--- src/rtl/keypad_debounce.sv ---
// ---------------------------------------------------------------------------
// keypad_debounce
// Per-key input conditioner between the raw keypad pins and the game core.
// Each key is synchronised with two flops. Its contact bounce is filtered by
// a stable-cycle counter. The key then drives a clean level plus one-cycle
// press and release pulses, so the core sees exactly one press per physical
// press.
//
// Parameters
//   N_KEYS     number of keys (bit i of every vector is key i)
//   DB_CYCLES  consecutive stable synchronised cycles needed to accept a level
//   CNT_W      debounce counter width (DB_CYCLES <= 2**CNT_W - 1)
//
// Ports
//   CLK          in   system clock, rising edge
//   RESET        in   asynchronous active-high reset
//   keypad_raw   in   raw key levels (1 = pressed), asynchronous to CLK
//   key_level    out  debounced level per key
//   key_press    out  one-cycle pulse on debounced 0->1
//   key_release  out  one-cycle pulse on debounced 1->0
//   any_press    out  OR of key_press
// ---------------------------------------------------------------------------
module keypad_debounce #(
  parameter int N_KEYS    = 8,
  parameter int DB_CYCLES = 50000,
  parameter int CNT_W     = 16
) (
  input  logic              CLK,
  input  logic              RESET,
  input  logic [N_KEYS-1:0] keypad_raw,
  output logic [N_KEYS-1:0] key_level,
  output logic [N_KEYS-1:0] key_press,
  output logic [N_KEYS-1:0] key_release,
  output logic              any_press
);

  localparam logic [CNT_W-1:0] LP_CNT_MAX = CNT_W'(DB_CYCLES - 1);
  localparam logic [CNT_W-1:0] LP_CNT_ONE = CNT_W'(1);

  logic [N_KEYS-1:0] r_raw_p0;
  logic [N_KEYS-1:0] r_raw_p1;
  logic [CNT_W-1:0]  r_cnt [N_KEYS];
  logic [N_KEYS-1:0] r_level;
  logic [N_KEYS-1:0] r_press;
  logic [N_KEYS-1:0] r_release;

  always_ff @(posedge CLK or posedge RESET) begin
    if (RESET) begin
      r_raw_p0  <= '0;
      r_raw_p1  <= '0;
      r_level   <= '0;
      r_press   <= '0;
      r_release <= '0;
      for (int i = 0; i < N_KEYS; i++) begin
        r_cnt[i] <= '0;
      end
    end else begin
      // stage p0/p1: two-flop synchroniser for the asynchronous pins
      r_raw_p0 <= keypad_raw;
      r_raw_p1 <= r_raw_p0;

      // debounce stage: count consecutive cycles that disagree with the
      // accepted level; any agreeing cycle restarts the window
      for (int i = 0; i < N_KEYS; i++) begin
        r_press[i]   <= 1'b0;
        r_release[i] <= 1'b0;
        if (r_raw_p1[i] == r_level[i]) begin
          r_cnt[i] <= '0;
        end else if (r_cnt[i] == LP_CNT_MAX) begin
          // accept the new level; pulses ride on the same edge
          r_level[i]   <= r_raw_p1[i];
          r_press[i]   <= r_raw_p1[i];
          r_release[i] <= ~r_raw_p1[i];
          r_cnt[i]     <= '0;
        end else begin
          r_cnt[i] <= r_cnt[i] + LP_CNT_ONE;
        end
      end
    end
  end

  assign key_level   = r_level;
  assign key_press   = r_press;
  assign key_release = r_release;
  // OR of registered pulses: still no path from the pins to any output
  assign any_press   = |r_press;

endmodule

--- config.mk ---
export PLATFORM = sky130hd
export DESIGN_NAME = keypad_debounce
export DESIGN_NICKNAME = d
export VERILOG_FILES = /design/src/rtl/keypad_debounce.sv
export SDC_FILE = /design/constraint.sdc
export NUM_CORES = 1
export LEC_CHECK = 0
export CORE_UTILIZATION = 45
export CTS_CLUSTER_SIZE = 30
export DETAILED_ROUTE_END_ITERATION = 7
export GPL_ROUTABILITY_DRIVEN = 0
export PLACE_DENSITY = 0.64
export SYNTH_ARGS = -nofsm -noshare
export SYNTH_HDL_FRONTEND = slang
export SYNTH_SLANG_ARGS = --single-unit
--- constraint.sdc ---
create_clock -name CLK -period 7.52 [get_ports CLK]
set_clock_uncertainty 0.1 [all_clocks]
set_input_delay 1.504 -clock CLK [delete_from_list [all_inputs] [get_ports CLK]]
set_output_delay 1.504 -clock CLK [all_outputs]
set_load 0.01 [all_outputs]
# Word-level counts from Yosys, hierarchy flattened
# Index checks and enable logic that the tools add are counted.
dict set report word_totals {
  ff_bits 168
  latch_bits 0
  ramBits 0
  romBits 0
  inputBits 10
  out_inout_bits 25
  elab_cells 117
  n_memories 0
}
dict set report classes {
  addsub 8
  n_mul 0
  div 0
  order_cmp 0
  eq_ne 16
  shifts 0
  muxes 48
  bitwise 16
  reduce_logical 9
}
# cell n
set op_table {}
lappend op_table {{16-bit 2-to-1 mux} 16}
lappend op_table {{16-bit by 1-bit adder with 16-bit output, second input constant} 8}
lappend op_table {{16-bit equality test, second input constant} 8}
lappend op_table {{1-bit 2-to-1 mux} 32}
lappend op_table {{1-bit NOT} 16}
lappend op_table {{2-bit AND reduction} 8}
lappend op_table {{1-bit equality test} 8}
lappend op_table {{8-bit OR reduction} 1}

# Longest topological paths before layout
# Gate-level depths: netlist of the first run.
dict set report depth {
  depth_word 3
  mapped_depth 6
  ltp_nobuf 5
}

# Worst setup path after synthesis of the first run
# OpenSTA, ideal clock, no wires.
dict set report synth_path {
  kind {reg2out}
  start {reg r_press[1], in the netlist key_press[1]}
  end {out any_press}
  arrival_time_ns 0.778
  required_time_ns 5.916
  path_slack_ns 5.138
  stages_incl_launch_ff 3
  path_buffers 0
  cell_sequence {dfrtp_1 nor4_1 nand2_1}
}
dict set report synth_via {
  elab_chain_cells 1
}
# element line_no
set synth_lines {}
lappend synth_lines {{from (decl)} 44} ;# logic [N_KEYS-1:0] r_press;
lappend synth_lines {{from (signal, indexed assignment)} 72} ;# r_press[i] <= r_raw_p1[i];
lappend synth_lines {{8-bit OR reduction} 86} ;# assign any_press = |r_press;
lappend synth_lines {{to (decl)} 34} ;# output logic any_press
# Every way passes these cells.

# Final worst setup path of the first run
dict set report layout_path {
  start {reg r_press[5], in the netlist key_press[5]}
  end {out any_press}
}
# The elaborated chain is that of the path after synthesis.

==> results of run 1 <==
worst paths after layout:
check	cells after the start	endpoint	startpoint
max	3	any_press	key_press[5]
min	0	r_raw_p1[1]	r_raw_p0[1]
max reg2reg	5	r_cnt[87]	r_cnt[80]
min reg2reg	0	r_raw_p1[1]	r_raw_p0[1]
max in group asynchronous	3	r_cnt[40]	RESET
min in group asynchronous	2	r_cnt[127]	RESET
per-stage QoR:
step | worst slack [ns] | hold slack (ns)
3_3_place_gp | 4.014 | 0.2321
3_5_place_dp | 3.950 | 0.2364
2_1_floorplan | 1.369 | 0.2312
4_1_cts | 4.133 | 0.2515
5_1_grt | 4.067 | 0.2641
6_report | 4.215 | 0.2473
registers in the layout (all words and copies together), names as in the netlist:
signal / cells
key_level: 8
key_press: 8
key_release: 8
r_cnt: 128
r_raw_p0: 8
r_raw_p1: 8
cell usage in the layout, fill, tap and decap left out, types with 23 or more instances in the layout:
cell and n:
dfrtp_1 168, clkdlybuf4s50_1 34, nand2_1 39, xnor2_1 88, nand3_1 43, nand4_1 34
xor2_1 28, nor2_1 136, nor4_1 35, nor3_1 23
cells by family (layout without fill, tap and decap cells):
logic type,Yosys count,after routing,synth area share (%)
xor+xnor,116,116,13.45
simple gates,375,375,25.63
compound gates,8,8,0.9444
mux,9,9,1.375
flops,168,168,55.68
fa+ha+maj,8,8,1.326
buf+inv,30,85,1.591
final cells by class:
class / instances / area share (%)
repair buffers: 37 / 4.126
clock inverters: 8 / 2.205
flip-flops and latches: 168 / 47.80
clock buffers: 22 / 5.278
multi-input cells: 516 / 36.69
inverters: 18 / 0.8252
well taps: 216 / 3.073
critical path: stages, from the launching register on:
cell and delay [ns]:
dfrtp_1 0.38, nor4_1 0.32, nand2_1 0.09, clkdlybuf4s50_1 0.48
power by group through the flow:
stage | Clock, mW | Combinational, mW | Sequential (mW)
floorplan | 0 | 0.0384 | 0.946
detailed placement | 0 | 0.0546 | 0.950
global placement | 0 | 0.0529 | 0.949
global route | 1.03 | 0.0616 | 0.935
finish | 0.968 | 0.0523 | 0.934
CTS | 0.991 | 0.0548 | 0.933
layer usage:
| layer | GRT usage (%) | wire [um] | share of wire, % | up-vias |
|---|---|---|---|---|
| met5 | 0 | 0 | 0 | - |
| met4 | 8.204 | 311 | 2.3 | 0 |
| met3 | 4.591 | 473 | 3.4 | 21 |
| met2 | 28.22 | 6695 | 49 | 69 |
| met1 | 21.61 | 6323 | 46 | 2541 |
| li1 | - | - | - | 2564 |
==> impl_metrics.toml, run 1 <==
[final_layout]
nFillCells = 1408
area_growth_pct = 16.47
multi_input_area_mm2 = 0.003227
diodes = 0
nets = 776
fin_area_mm2 = 0.008795
regArea_mm2 = 0.004204
drive_above_1_share_pct = 5.592
layout.cells.non_filler = 985
post-route-util_pct = 54.57

[logic_synthesis]
synth.area.top_cells = "dfrtp_1, xnor2_1, nor2_1, xor2_1, nor4_1"
synth-edff-count = 0
synth_largest_area_cell = "dfrtp_1"
synth_area_per_cell_um2 = 10.58
synth-seq-cells = 168
syn-cell-area_mm2 = 0.007551
ys_seq_area_share_pct = 55.68
synthFlopType = "dfrtp_1"
ys_types = 33
synth.most_common_cell = "dfrtp_1"
async_flop_share_pct = 100.0
synth_warnings = 0
syn_nets = 732
yosys-top-cells-count = "dfrtp_1, nor2_1, xnor2_1"
synth.top_cell.area_share_pct = 55.68
synth_cells = 714

[place]
placed_cell_area_mm2 = 0.008137
port_buffers = 34
dp.cells = 955
hpwl_um = 9440

[clock_network]
numClockSinks = 168
cts_buffers = 17
cts_setup_buffers = 0
cts_resized = 0
htree_levels = 4
cts.path.max_buffers = 2
path_clk_slew_ns = 0.06
cts_root_buf = "clkbuf_16"
clk_latency_ns = 0.42
cts_tree = "yes"
ctsHoldBuffers = 0

[job]
cap_violations = 0

[route]
initialDrtViolationCount = 273
wl_per_cell_um = 14.01
route.detailed.drc = 0
dr_total_vias = 5195
detail-route-antenna-nets = 0
vias_per_cell = 5.274
first_pass_iters = 5
wl_um = 13800

[power]
power_density_mw_per_mm2 = 222.1
irDropWorstVdd_v = 0.0001574
total_power_mw = 1.954
clockPowerShare_pct = 49.5
pwr-share-seq_pct = 47.8
p_sw_mw = 0.3804
p_comb_share_pct = 2.7
switching_share_pct = 19.47
p_int_mw = 1.573
p_leak_nw = 3.526

[timing]
rsz0062_at_grt = "no"
finalCritPeriodShare_pct = 43.95
final_max_slew_viol_count = 0
clock.fmax_mhz = 302.6
max-slew-margin-rel_pct = 28.93
setup_viol = 0
finalHoldViolations = 0
period_needed_ns = 3.305
worst_pin_slew_ns = 1.066
tns_ns = 0

[worst_setup_path]
worstSetupPathType = "register to output pin"
cp.arrival_ns = 1.70
ff2ff_setup_slack_ns = 5.33
endpoint_kind = "output pin"
start_kind = "register"
required_ns = 5.92
cp_max_fo = 2

[grt]
grt_usage_pct = 17.40
grt_pass1_vias = 5217
grt_max_degree = 124
grt_pass1_wl_um = 24470
grt_overflow = 0
antenna_found_initial = 0

[floorplanning]
die-area_mm2 = 0.01730
num_io_pins = 35
die_h_um = 131.5
core-area_mm2 = 0.01612
die-width_um = 131.5
initial_core_util_pct = 46.86
num_rows = 46

[worst_hold_path]
holdCritPathClass = "register to register"

[run_status]
outcome = "completed"
Power figures use the tool's default switching activity.
==> run 2, diff against run 1 <==
Clock period 7.52 ns to 3.2 ns, I/O delays scaled along.
==> impl_metrics.toml, run 2 (same netlist as run 1, synthesis figures left out) <==
[floorplanning]
die-width_um = 131.5
num_io_pins = 35
core-area_mm2 = 0.01612
num_rows = 46
initial_core_util_pct = 46.86
die_h_um = 131.5
die-area_mm2 = 0.01730

[final_layout]
diodes = 0
largest_reg_flops = 128
final_cell_mix = "dfrtp_1, nor2_1, xnor2_1"
multi_input_area_mm2 = 0.003227
regArea_mm2 = 0.004204
area_growth_pct = 16.17
mostFrequentLayoutCell = "dfrtp_1"
fin_area_mm2 = 0.008772
regMostFlops = "r_cnt"
drive_above_1_share_pct = 5.959
nets = 779
layout.cells.non_filler = 988
nFillCells = 1439

[run_status]
outcome = "completed"

[timing]
period_needed_ns = 2.498
worst_pin_slew_ns = 0.7228
setup_viol = 0
whs_ns = 0.2467
finalCritPeriodShare_pct = 78.07
rsz0062_at_grt = "no"
clock.fmax_mhz = 400.3
tns_ns = 0
final_max_slew_viol_count = 0
max-slew-margin-rel_pct = 51.71
finalHoldViolations = 0

[power]
clockPowerShare_pct = 46.4
power_density_mw_per_mm2 = 494.6
pwr-share-seq_pct = 50.5
switching_share_pct = 20.69
p_leak_nw = 3.512
p_sw_mw = 0.8976
p_int_mw = 3.441
irDropWorstVdd_v = 0.0003514
p_comb_share_pct = 3.1

[place]
dp.cells = 958
hpwl_um = 9630
port_buffers = 34
placed_cell_area_mm2 = 0.008195

[worst_setup_path]
cp.arrival_ns = 1.76
r2r_cells = 5
start_kind = "register"
required_ns = 2.46
worstSetupPathType = "register to output pin"
ff2ff_setup_slack_ns = 1.08
endpoint_kind = "output pin"
setup.worst_path.start = "key_press[1]"
reg2reg_from = "r_cnt[13]"
cp_max_fo = 2
reg2reg_to = "r_cnt[3]"
endpoint = "any_press"

[grt]
grt_overflow = 0
antenna_found_initial = 0
grt_usage_pct = 17.59
grt_pass1_vias = 5179
grt_pass1_wl_um = 24510
grt_max_degree = 47

[clock_network]
ctsHoldBuffers = 0
numClockSinks = 168
path_clk_slew_ns = 0.06
clk_latency_ns = 0.42
cts_setup_buffers = 0
cts.path.max_buffers = 2
cts_resized = 0
cts_tree = "yes"
cts_buffers = 17
cts_root_buf = "clkbuf_16"
htree_levels = 4

[route]
route.detailed.drc = 0
first_pass_iters = 4
dr_total_vias = 5280
wl_per_cell_um = 14.17
initialDrtViolationCount = 393
detail-route-antenna-nets = 0
vias_per_cell = 5.344
wl_um = 14000

[worst_hold_path]
holdCritPathClass = "register to register"

[job]
cap_violations = 0
-- run 2: stage by stage --
| stage | power (mW) | worst slack (ns) | util [%] |
|---|---|---|---|
| finish | 4.339 | 0.7017 | 54.43 |
| global route | 4.511 | 0.6415 | 54.43 |
| CTS | 4.400 | 0.6682 | 54.43 |
| detailed placement | 2.369 | 1.123 | 50.85 |
| global placement | 2.363 | 1.151 | 50.85 |
| floorplan | 2.314 | 0.3193 | - |
-- run 2: worst max-delay path, cell delays in order (launching register included) --
cell             delay, ns
dfrtp_1               0.38
nor4_1                0.33
nand2_1               0.14
clkdlybuf4s50_1       0.50
-- run 2: power groups by stage --
stage | clock (mW) | sequential, mW | combinational, mW
after floorplan | 0 | 2.22 | 0.0907
after global placement | 0 | 2.23 | 0.134
after detailed placement | 0 | 2.23 | 0.139
after CTS | 2.07 | 2.19 | 0.140
after global routing | 2.16 | 2.20 | 0.158
final | 2.01 | 2.19 | 0.135
-- run 2: layer usage --
metal	wire (um)	vias to the layer above	share of wire, %	global-route usage (%)
met2	6751	62	48	27.31
met4	259	0	1.9	8.269
met5	0	-	0	0
met1	6537	2628	47	23.08
met3	448	18	3.2	4.398
li1	-	2572	-	-
-- run 2: worst min path at each step --
stage / startpoint / to / slack (ns) / depth (start not counted)
global route: r_raw_p0[7] / r_raw_p1[7] / 0.26 / 0
floorplan: r_raw_p0[0] / r_raw_p1[0] / 0.23 / 0
finish: r_raw_p0[4] / r_raw_p1[4] / 0.25 / 0
detailed placement: r_raw_p0[4] / r_raw_p1[4] / 0.24 / 0
global placement: r_raw_p0[6] / r_raw_p1[6] / 0.23 / 0
CTS: r_raw_p0[4] / r_raw_p1[4] / 0.25 / 0
-- run 2: layout make-up --
cell class | count | area share [%]
flip-flops and latches | 168 | 47.92
multi-input cells | 516 | 36.79
clock buffers | 21 | 5.135
repair buffers | 40 | 4.821
well taps | 216 | 3.081
clock inverters | 9 | 1.441
inverters | 18 | 0.8130
==> variant: new RTL, settings of run 2 <==
Register the input `keypad_raw` before use, cleared by the reset. The logic sees it one clock later.
--- a/src/rtl/keypad_debounce.sv
+++ b/src/rtl/keypad_debounce.sv
@@ -39,2 +39,12 @@
 
+  logic [N_KEYS-1:0] keypad_raw_q;
+
+  always_ff @(posedge CLK or posedge RESET) begin
+    if (RESET) begin
+      keypad_raw_q <= '0;
+    end else begin
+      keypad_raw_q <= keypad_raw;
+    end
+  end
+
   logic [N_KEYS-1:0] r_raw_p0;
@@ -58,3 +68,3 @@
       // stage p0/p1: two-flop synchroniser for the asynchronous pins
-      r_raw_p0 <= keypad_raw;
+      r_raw_p0 <= keypad_raw_q;
       r_raw_p1 <= r_raw_p0;
Function: no difference found for any inputs over 10 cycles, from zero or initial values and one cycle with RESET high; that may be too few to reach the edited logic, so the function may still have changed.
==> variant against run 2 <==
Area after synthesis is 2.7% higher. Sequential power is 5% higher. Sequential cell count rose by 8. Worst setup slack lost 0.35 ns. Wire length grew 3.6%. Via count grew 0.81%. Power increased by 5.9%. Design area grew 3.1%. Cell count increased by 1.5%. Sequential share of layout area up 0.79 points. Critical endpoint unchanged.
==> variant: results (changes against run 2) <==
cellLeakagePower_uw: 0.00363  # +3.3%
grtUsageTotal_pct: 17.4  # -0.22 points
holdPathStages: 0  # unchanged
layout.cells.non_filler: 1003  # +1.5%
antenna_found_initial: 0  # unchanged
dp.cells: 971  # +1.4%
cp.arrival_ns: 2.11  # +0.35 ns
drtIter0Drc: 233  # -41%
grt_pass1_wl_mm: 24.7  # +0.90%
worst_slew_pin_slew_ns: 0.759  # +0.0365 ns
cts_setup_buffers: 0  # unchanged
antenna_cells: 0  # unchanged
cts_root_buffer: "clkbuf_16"
cts_buffer_depth: 2  # unchanged
rr_worst_depth: 5  # unchanged
grt_max_degree: 44  # -6.4%
whs_ns: 0.248  # +0.00128 ns
routed_wl_mm: 14.5  # +3.6%
grtUsageMet3_pct: 4.64  # +0.24 points
syn_inst: 722  # +1.1%
num-nets-final: 788  # +1.2%
cp_max_fo: 2  # unchanged
seq_area_frac_synth_pct: 56.8  # +1.1 points
post_cts_resized: 0  # unchanged
io_buffers: 34  # unchanged
htree_levels: 4  # unchanged
ir_worst_vdd_v: 0.000388  # +10%
status: "completed"
r2r_slack_ns: 1.11  # +0.03 ns
synth_top_flop_cell: "dfrtp_1"
holdCritPathClass: "register to register"
synthesis.nets: 740  # +1.1%
layout-drive-gt1-share_pct: 6.39  # +0.43 points
hpwlAfterDp_mm: 9.93  # +3.1%
clkTransAtPathRegs_ns: 0.07
met2_usage_pct: 28.2  # +0.90 points
grt_pass1_vias: 5285  # +2.0%
via_per_inst: 5.31  # -0.69%
synth.top_cells.by_count: "176 x dfrtp_1, 136 x nor2_1, 88 x xnor2_1"
gr-usage-met1_pct: 22.6  # -0.44 points
n_fill_cell: 1486  # +3.3%
insertion_delay_ns: 0.42  # about the same
synth_area_leaders: "dfrtp_1 57%, xnor2_1 9.9%, nor2_1 6.6%, xor2_1 3.2%, nor4_1 2.8%"
## variant: through the flow
step	worst slack, ns	utilization [%]	area [um^2]
after detailed placement	0.791	50.4	8420
final	0.347	54.1	9040
after global routing	0.246	54.1	9040
after global placement	0.846	50.4	8420
after floorplan	0.207	-	7750
after CTS	0.320	54.1	9040
## variant: logic make-up (layout without fill, tap and decap cells)
kind of cell | after synthesis | in the layout | share of synthesized area, %
compound gates | 8 | 8 | 0.920
xor+xnor | 116 | 116 | 13.1
fa+ha+maj | 8 | 8 | 1.29
buf+inv | 30 | 91 | 1.55
flops | 176 | 176 | 56.8
mux | 9 | 9 | 1.34
simple gates | 375 | 375 | 25.0
## variant: final cells by class
cell class              instances  area [um^2]  share of cell area (%)
inverters                      18         71.3                   0.789
multi-input cells             516         3230                    35.7
repair buffers                 41          443                    4.90
flip-flops and latches        176         4400                    48.7
well taps                     220          275                    3.04
clock inverters                12          174                    1.92
clock buffers                  20          447                    4.94
## variant: metal layers
layer | routed length (um) | share of wire, %
met5 | 0 | 0
met4 | 166 | 1.1
met3 | 504 | 3.5
met2 | 6960 | 48
met1 | 6870 | 47
## variant: final timing paths
path                              start        endpoint
hold reg to reg             r_raw_p0[4]     r_raw_p1[4]
max in group asynchronous         RESET       r_cnt[50]
setup reg to reg              r_cnt[80]       r_cnt[82]
min in group asynchronous         RESET  key_release[2]
setup / recovery           key_press[1]       any_press
hold / removal              r_raw_p0[4]     r_raw_p1[4]
## variant: where the power goes
group	total [uW]	leakage (uW)	internal [uW]	switching, uW
combinational	140	0.000948	49.9	89.8
clock	2160	0.000297	1270	884
sequential	2300	0.00238	2260	34.6
## variant: critical path: stages, from the launching register on
cell and delay, ns:
dfrtp_1 0.38, nor4_1 0.68, nand2_1 0.12, clkdlybuf4s50_1 0.50
